`config.mk`:
```
export PLATFORM = sky130hd
export DESIGN_NAME = fetch_queue
export DESIGN_NICKNAME = d
export VERILOG_FILES = /design/src/rtl/fetch_queue.sv
export SDC_FILE = /design/constraint.sdc
export NUM_CORES = 1
export LEC_CHECK = 0
export ABC_AREA = 0
export BUFFER_PORTS_ARGS = -buffer_cell sky130_fd_sc_hd__buf_2
export CAP_MARGIN = 10
export CORE_ASPECT_RATIO = 1.1
export CORE_MARGIN = 2
export CORE_UTILIZATION = 50
export CTS_BUF_LIST = sky130_fd_sc_hd__clkbuf_2
export CTS_CLUSTER_SIZE = 25
export DETAILED_ROUTE_END_ITERATION = 7
export PLACE_DENSITY = 0.75
export SLEW_MARGIN = 30
export SYNTH_ARGS = -nofsm -noshare
export SYNTH_HDL_FRONTEND = slang
export SYNTH_SLANG_ARGS = --single-unit
```
`constraint.sdc`:
```
create_clock -name clk -period 3.5 [get_ports clk]
set_input_delay 0.35 -clock clk [delete_from_list [all_inputs] [get_ports clk]]
set_output_delay 0.35 -clock clk [all_outputs]
set_load 0.02 [all_outputs]
```
`src/rtl/fetch_queue.sv`:
```
// rtl/fetch_queue.sv - sequential instruction fetch into a PC-tagged DEPTH-entry queue with redirect flush
`timescale 1ns/1ps
module fetch_queue #(
  parameter int                ADDR_W   = 32,
  parameter int                INSTR_W  = 32,
  parameter int                DEPTH    = 4,
  parameter logic [ADDR_W-1:0] RESET_PC = '0,
  parameter logic [ADDR_W-1:0] PC_STEP  = ADDR_W'(4)
) (
  input  logic                     clk,
  input  logic                     reset,
  output logic [ADDR_W-1:0]        PC,
  output logic                     mem_rd_enable,
  output logic [ADDR_W-1:0]        mem_rd_addr,
  input  logic                     mem_rd_ready,
  input  logic [INSTR_W-1:0]       mem_rd_data,
  output logic                     instr_valid,
  output logic [INSTR_W-1:0]       instr_data,
  output logic [ADDR_W-1:0]        instr_pc,
  input  logic                     instr_ready,
  input  logic                     redirect_valid,
  input  logic [ADDR_W-1:0]        redirect_pc,
  output logic [$clog2(DEPTH):0]   q_count
);
  localparam int PTR_W = $clog2(DEPTH);
  localparam int CNT_W = PTR_W + 1;

  typedef enum logic [1:0] {S_IDLE, S_WAIT, S_DISCARD} state_t;

  state_t             r_state;
  logic [ADDR_W-1:0]  r_pc;
  logic [ADDR_W-1:0]  r_addr;
  logic               r_en;
  logic               r_valid;
  logic [INSTR_W-1:0] r_head_data;
  logic [ADDR_W-1:0]  r_head_pc;
  logic [CNT_W-1:0]   r_count;
  logic [PTR_W-1:0]   r_rd_ptr;
  logic [PTR_W-1:0]   r_wr_ptr;
  logic [INSTR_W-1:0] r_mem_data [DEPTH];
  logic [ADDR_W-1:0]  r_mem_pc   [DEPTH];

  logic               w_pop;
  logic               w_push;
  logic [CNT_W-1:0]   w_cnt_after_pop;
  logic [CNT_W-1:0]   w_cnt_next;
  logic [PTR_W-1:0]   w_rd_next;
  logic               w_room_idle;
  logic               w_room_next;

  // Redirect cancels both the pop and any push in its cycle.
  assign w_pop           = r_valid & instr_ready & ~redirect_valid;
  assign w_push          = (r_state == S_WAIT) & mem_rd_ready & ~redirect_valid;
  assign w_cnt_after_pop = r_count - CNT_W'(w_pop);
  assign w_cnt_next      = w_cnt_after_pop + CNT_W'(w_push);
  assign w_rd_next       = r_rd_ptr + PTR_W'(w_pop);
  assign w_room_idle     = w_cnt_after_pop < CNT_W'(DEPTH);
  assign w_room_next     = (w_cnt_after_pop + CNT_W'(1)) < CNT_W'(DEPTH);

  always_ff @(posedge clk) begin
    if (w_push) begin
      r_mem_data[r_wr_ptr] <= mem_rd_data;
      r_mem_pc[r_wr_ptr]   <= r_addr;
    end
  end

  always_ff @(posedge clk or negedge reset) begin
    if (!reset) begin
      r_state     <= S_IDLE;
      r_pc        <= RESET_PC;
      r_en        <= 1'b0;
      r_addr      <= '0;
      r_valid     <= 1'b0;
      r_head_data <= '0;
      r_head_pc   <= '0;
      r_count     <= '0;
      r_rd_ptr    <= '0;
      r_wr_ptr    <= '0;
    end else if (redirect_valid) begin
      r_pc     <= redirect_pc;
      r_count  <= '0;
      r_valid  <= 1'b0;
      r_rd_ptr <= '0;
      r_wr_ptr <= '0;
      case (r_state)
        // An in-flight read that completes now needs no DISCARD wait.
        S_WAIT, S_DISCARD: begin
          if (mem_rd_ready) begin
            r_en    <= 1'b0;
            r_state <= S_IDLE;
          end else begin
            r_state <= S_DISCARD;
          end
        end
        default: r_state <= S_IDLE;
      endcase
    end else begin
      r_count  <= w_cnt_next;
      r_valid  <= (w_cnt_next != '0);
      r_rd_ptr <= w_rd_next;
      if (w_push) r_wr_ptr <= r_wr_ptr + PTR_W'(1);
      if (w_cnt_next != '0) begin
        if (w_cnt_after_pop == '0) begin
          r_head_data <= mem_rd_data;
          r_head_pc   <= r_addr;
        end else begin
          r_head_data <= r_mem_data[w_rd_next];
          r_head_pc   <= r_mem_pc[w_rd_next];
        end
      end
      case (r_state)
        S_IDLE: begin
          if (w_room_idle) begin
            r_en    <= 1'b1;
            r_addr  <= r_pc;
            r_pc    <= r_pc + PC_STEP;
            r_state <= S_WAIT;
          end
        end
        S_WAIT: begin
          if (mem_rd_ready) begin
            if (w_room_next) begin
              r_addr <= r_pc;
              r_pc   <= r_pc + PC_STEP;
            end else begin
              r_en    <= 1'b0;
              r_state <= S_IDLE;
            end
          end
        end
        S_DISCARD: begin
          if (mem_rd_ready) begin
            r_en    <= 1'b0;
            r_state <= S_IDLE;
          end
        end
        default: r_state <= S_IDLE;
      endcase
    end
  end

  assign PC            = r_pc;
  assign mem_rd_enable = r_en;
  assign mem_rd_addr   = r_addr;
  assign instr_valid   = r_valid;
  assign instr_data    = r_head_data;
  assign instr_pc      = r_head_pc;
  assign q_count       = r_count;
endmodule

```
==> impl_metrics.tcl <==
set metrics [dict create \
    setup_tns_ps 0 \
    grt_usage_pct 23.6 \
    setup_viol 0 \
    hold_viol_final 0 \
    die_area_sq_um 33800 \
    clock-root-buffer "clkbuf_2" \
    grt_pass1_vias 11300 \
    ioPinCount 202 \
    cts_buffers 94 \
    insertion_delay_ps 990 \
    r2r-end "instr_data[12]" \
    yosysWarnings 0 \
    synthCells 1075 \
    cts_max_path_buffers 3 \
    vias 11100 \
    yosysMostFrequentCell "edfxtp_1" \
    crit_type "reg2reg" \
    gp_congestion 0.825 \
    leakagePower_uw 0.00815 \
    core.rowCount 69 \
    drv_cap 0 \
    fin_hold_ws_ps 165 \
    status "completed" \
    drt_pass1_iterations 5 \
    rsz0062_at_grt "false" \
    wl_mm 40.1 \
    startpoint "r_state[1]" \
    grt_first_pass_wirelength_mm 61.8 \
    cts.reportedPaths.clkPinSlew_ps 110 \
    die_h_microns 193 \
    crit_chain "inv_1, ha_1, nand2_1, nor2_1, ha_1, ha_1, xnor3_1, a21o_4, buf_12, a31oi_1, o221ai_1, o21a_1" \
    power_density_nw_per_um2 735 \
    synth_top_cell_area_share_pct 47.5 \
    critPathMaxFanout 38 \
    min_from "redirect_pc[20]" \
    min_path_type "in2reg" \
    wl_per_cell_microns 20.9 \
    crit_top_cell "ha_1" \
    dpl.hpwl_mm 23.1 \
    min_to "PC[20]" \
    cp_slowest_cell "a21o_4" \
    htreeDepth 3 \
    r2r-start "r_state[1]" \
    crit_buf_inv 2 \
    fin_crit_ps 3050 \
    avgSynthCellArea_sq_um 15.1 \
    yosys_register_bits 395 \
    io_buffers 201 \
    ff2ff_setup_slack_ps 450 \
    antenna_left 0 \
    relSlewSlack_pct 39.0 \
    drcViolationCount 0 \
    crit_arrival_ps 3900 \
    first_iter_violations 901 \
    area_delta_synth_final_pct 21.3 \
    slew_viol_final 0 \
    synth_area_sq_um 16200 \
    clock-sinks 395 \
    start_util_pct 50.4 \
    cts_tree "built" \
    synth_common_cells "edfxtp_1 (256), dfrtp_1 (139), mux2i_1 (131), a31oi_1 (89)" \
    start_kind "flip-flop" \
    crit_family "compound AO/OA/AOI/OAI gates" \
    synth_area_leaders "edfxtp_1 (47%), dfrtp_1 (21%), mux2i_1 (8.1%), o221ai_1 (3.5%), a31oi_1 (3.4%)" \
    synth.yosys.seq_area_share_pct 69.0 \
    finalClockSkew_ps 78.7 \
    ys.flop_type "edfxtp_1" \
    antenna_found_initial 2 \
    grt_max_degree 74 \
    fmax_ghz 0.328 \
    final_layout_size_suffix_gt1_share_pct 30.4 \
    ff2ff_path_depth 12 \
    tightest_slew_ps 916 \
    fin_crit_sh_pct 87.1 \
    whs_path_depth 4 \
    critPathMaxStageDelay_ps 400 \
    vias_per_cell 5.79 \
    syn_nets 1155 \
    synth_edf_count 256 \
    crit_required_ps 4350 \
    nNetsFinal 1492 \
    ys_types 51 \
    async_flop_share_pct 35.2 \
    overflow 0 \
    ir_drop_v 0.000398 \
    fp.dieW_microns 176 \
    core_area_sq_um 32100 \
    yosys.area.top_type "edfxtp_1" \
    cp-end-kind "flip-flop" \
]
logic make-up after synthesis:
| kind of cell | Yosys count | share of synthesized area, % |
|---|---|---|
| flops | 395 | 69.0 |
| compound gates | 262 | 11.8 |
| mux | 166 | 10.6 |
| simple gates | 145 | 4.94 |
| buf+inv | 87 | 2.18 |
| fa+ha+maj | 11 | 0.850 |
| xor+xnor | 9 | 0.618 |
layout by cell type, fill, tap and decap left out, types with 4 or more instances in the layout:
| cell | instances |
|---|---|
| edfxtp_1 | 256 |
| buf_2 | 200 |
| clkbuf_2 | 161 |
| dfrtp_1 | 139 |
| mux2i_1 | 130 |
| a31oi_1 | 89 |
| dlygate4sd3_1 | 81 |
| o221ai_1 | 64 |
| o21a_1 | 64 |
| nor2_1 | 37 |
| mux2_2 | 34 |
| nand2_1 | 22 |
| or4_1 | 22 |
| o31ai_1 | 21 |
| buf_4 | 21 |
| nand3_1 | 18 |
| inv_1 | 11 |
| ha_1 | 11 |
| buf_12 | 11 |
| clkinv_1 | 9 |
| o21ai_0 | 9 |
| nand4_1 | 8 |
| or3_1 | 6 |
| and3_1 | 5 |
| nor2b_1 | 4 |
| and2_4 | 4 |
| o211ai_1 | 4 |
state kept, by name, summed over array words and instances, names as in the netlist:
name,count
PC,32
instr_data,32
instr_pc,32
instr_valid,1
mem_rd_addr,32
mem_rd_enable,1
q_count,3
r_mem_data,128
r_mem_pc,128
r_rd_ptr,2
r_state,2
r_wr_ptr,2
worst register-to-register path, delay by kind of cell, from the launching register on:
family	cells	cell delay, ps
adders and majority gates	3	570
DFF	1	390
AOI/OAI and AO/OA	4	940
and+or+nand+nor	2	480
buffers and inverters	2	360
xor gates and xnor gates	1	250
repair_timing:
| item | CTS | global route |
|---|---|---|
| resized for setup | 0 | 0 |
| hold endpoints to repair | 288 | 0 |
| hold buffers | 81 | 0 |
| setup buffers | 0 | 0 |
layer usage:
| metal | part of all wire, % | global-route usage (%) | routed length, microns |
|---|---|---|---|
| met5 | 0 | 0 | 0 |
| met4 | 1.5 | 7.63 | 599 |
| met3 | 7.0 | 5.26 | 2820 |
| met2 | 50 | 40.3 | 20000 |
| met1 | 42 | 30.2 | 16700 |
per-stage QoR:
step                cell area, sq um  cells  worst slack, ps  power [uW]  util, %
floorplan                      16200   1075              373        9450        -
global placement               17900   1660              352       11200     55.7
detailed placement             17900   1661              270       11400     55.8
CTS                            19600   1917              454       14500     61.1
global route                   19600   1920              278       15200     61.2
finish                         19600   1920              452       14400     61.2
worst max-delay path by stage:
stage	slack [ps]	to	cells past startpoint
after floorplan	370	instr_data[30]	14
after global placement	350	instr_data[8]	13
after detailed placement	270	instr_data[8]	13
after CTS	450	instr_data[8]	12
after global routing	280	instr_data[11]	12
final	450	instr_data[12]	12
final cells by class:
cell class                 count  area, sq um
multi-input combinational    593         4760
sequential                   395        11200
inverter                      13         48.8
fill                        2530        12500
clock inverter                14         91.3
timing repair buffer         315         2230
tap                          426          533
clock buffer                 161          806
antenna                        3         7.51
power by group:
part | switching (uW) | leakage [uW] | total [uW] | internal, uW
Combinational | 2950 | 0.00356 | 4720 | 1770
Sequential | 734 | 0.00388 | 6670 | 5940
Clock | 1790 | 0.000704 | 3050 | 1260
(Power assumes the default switching activity.)
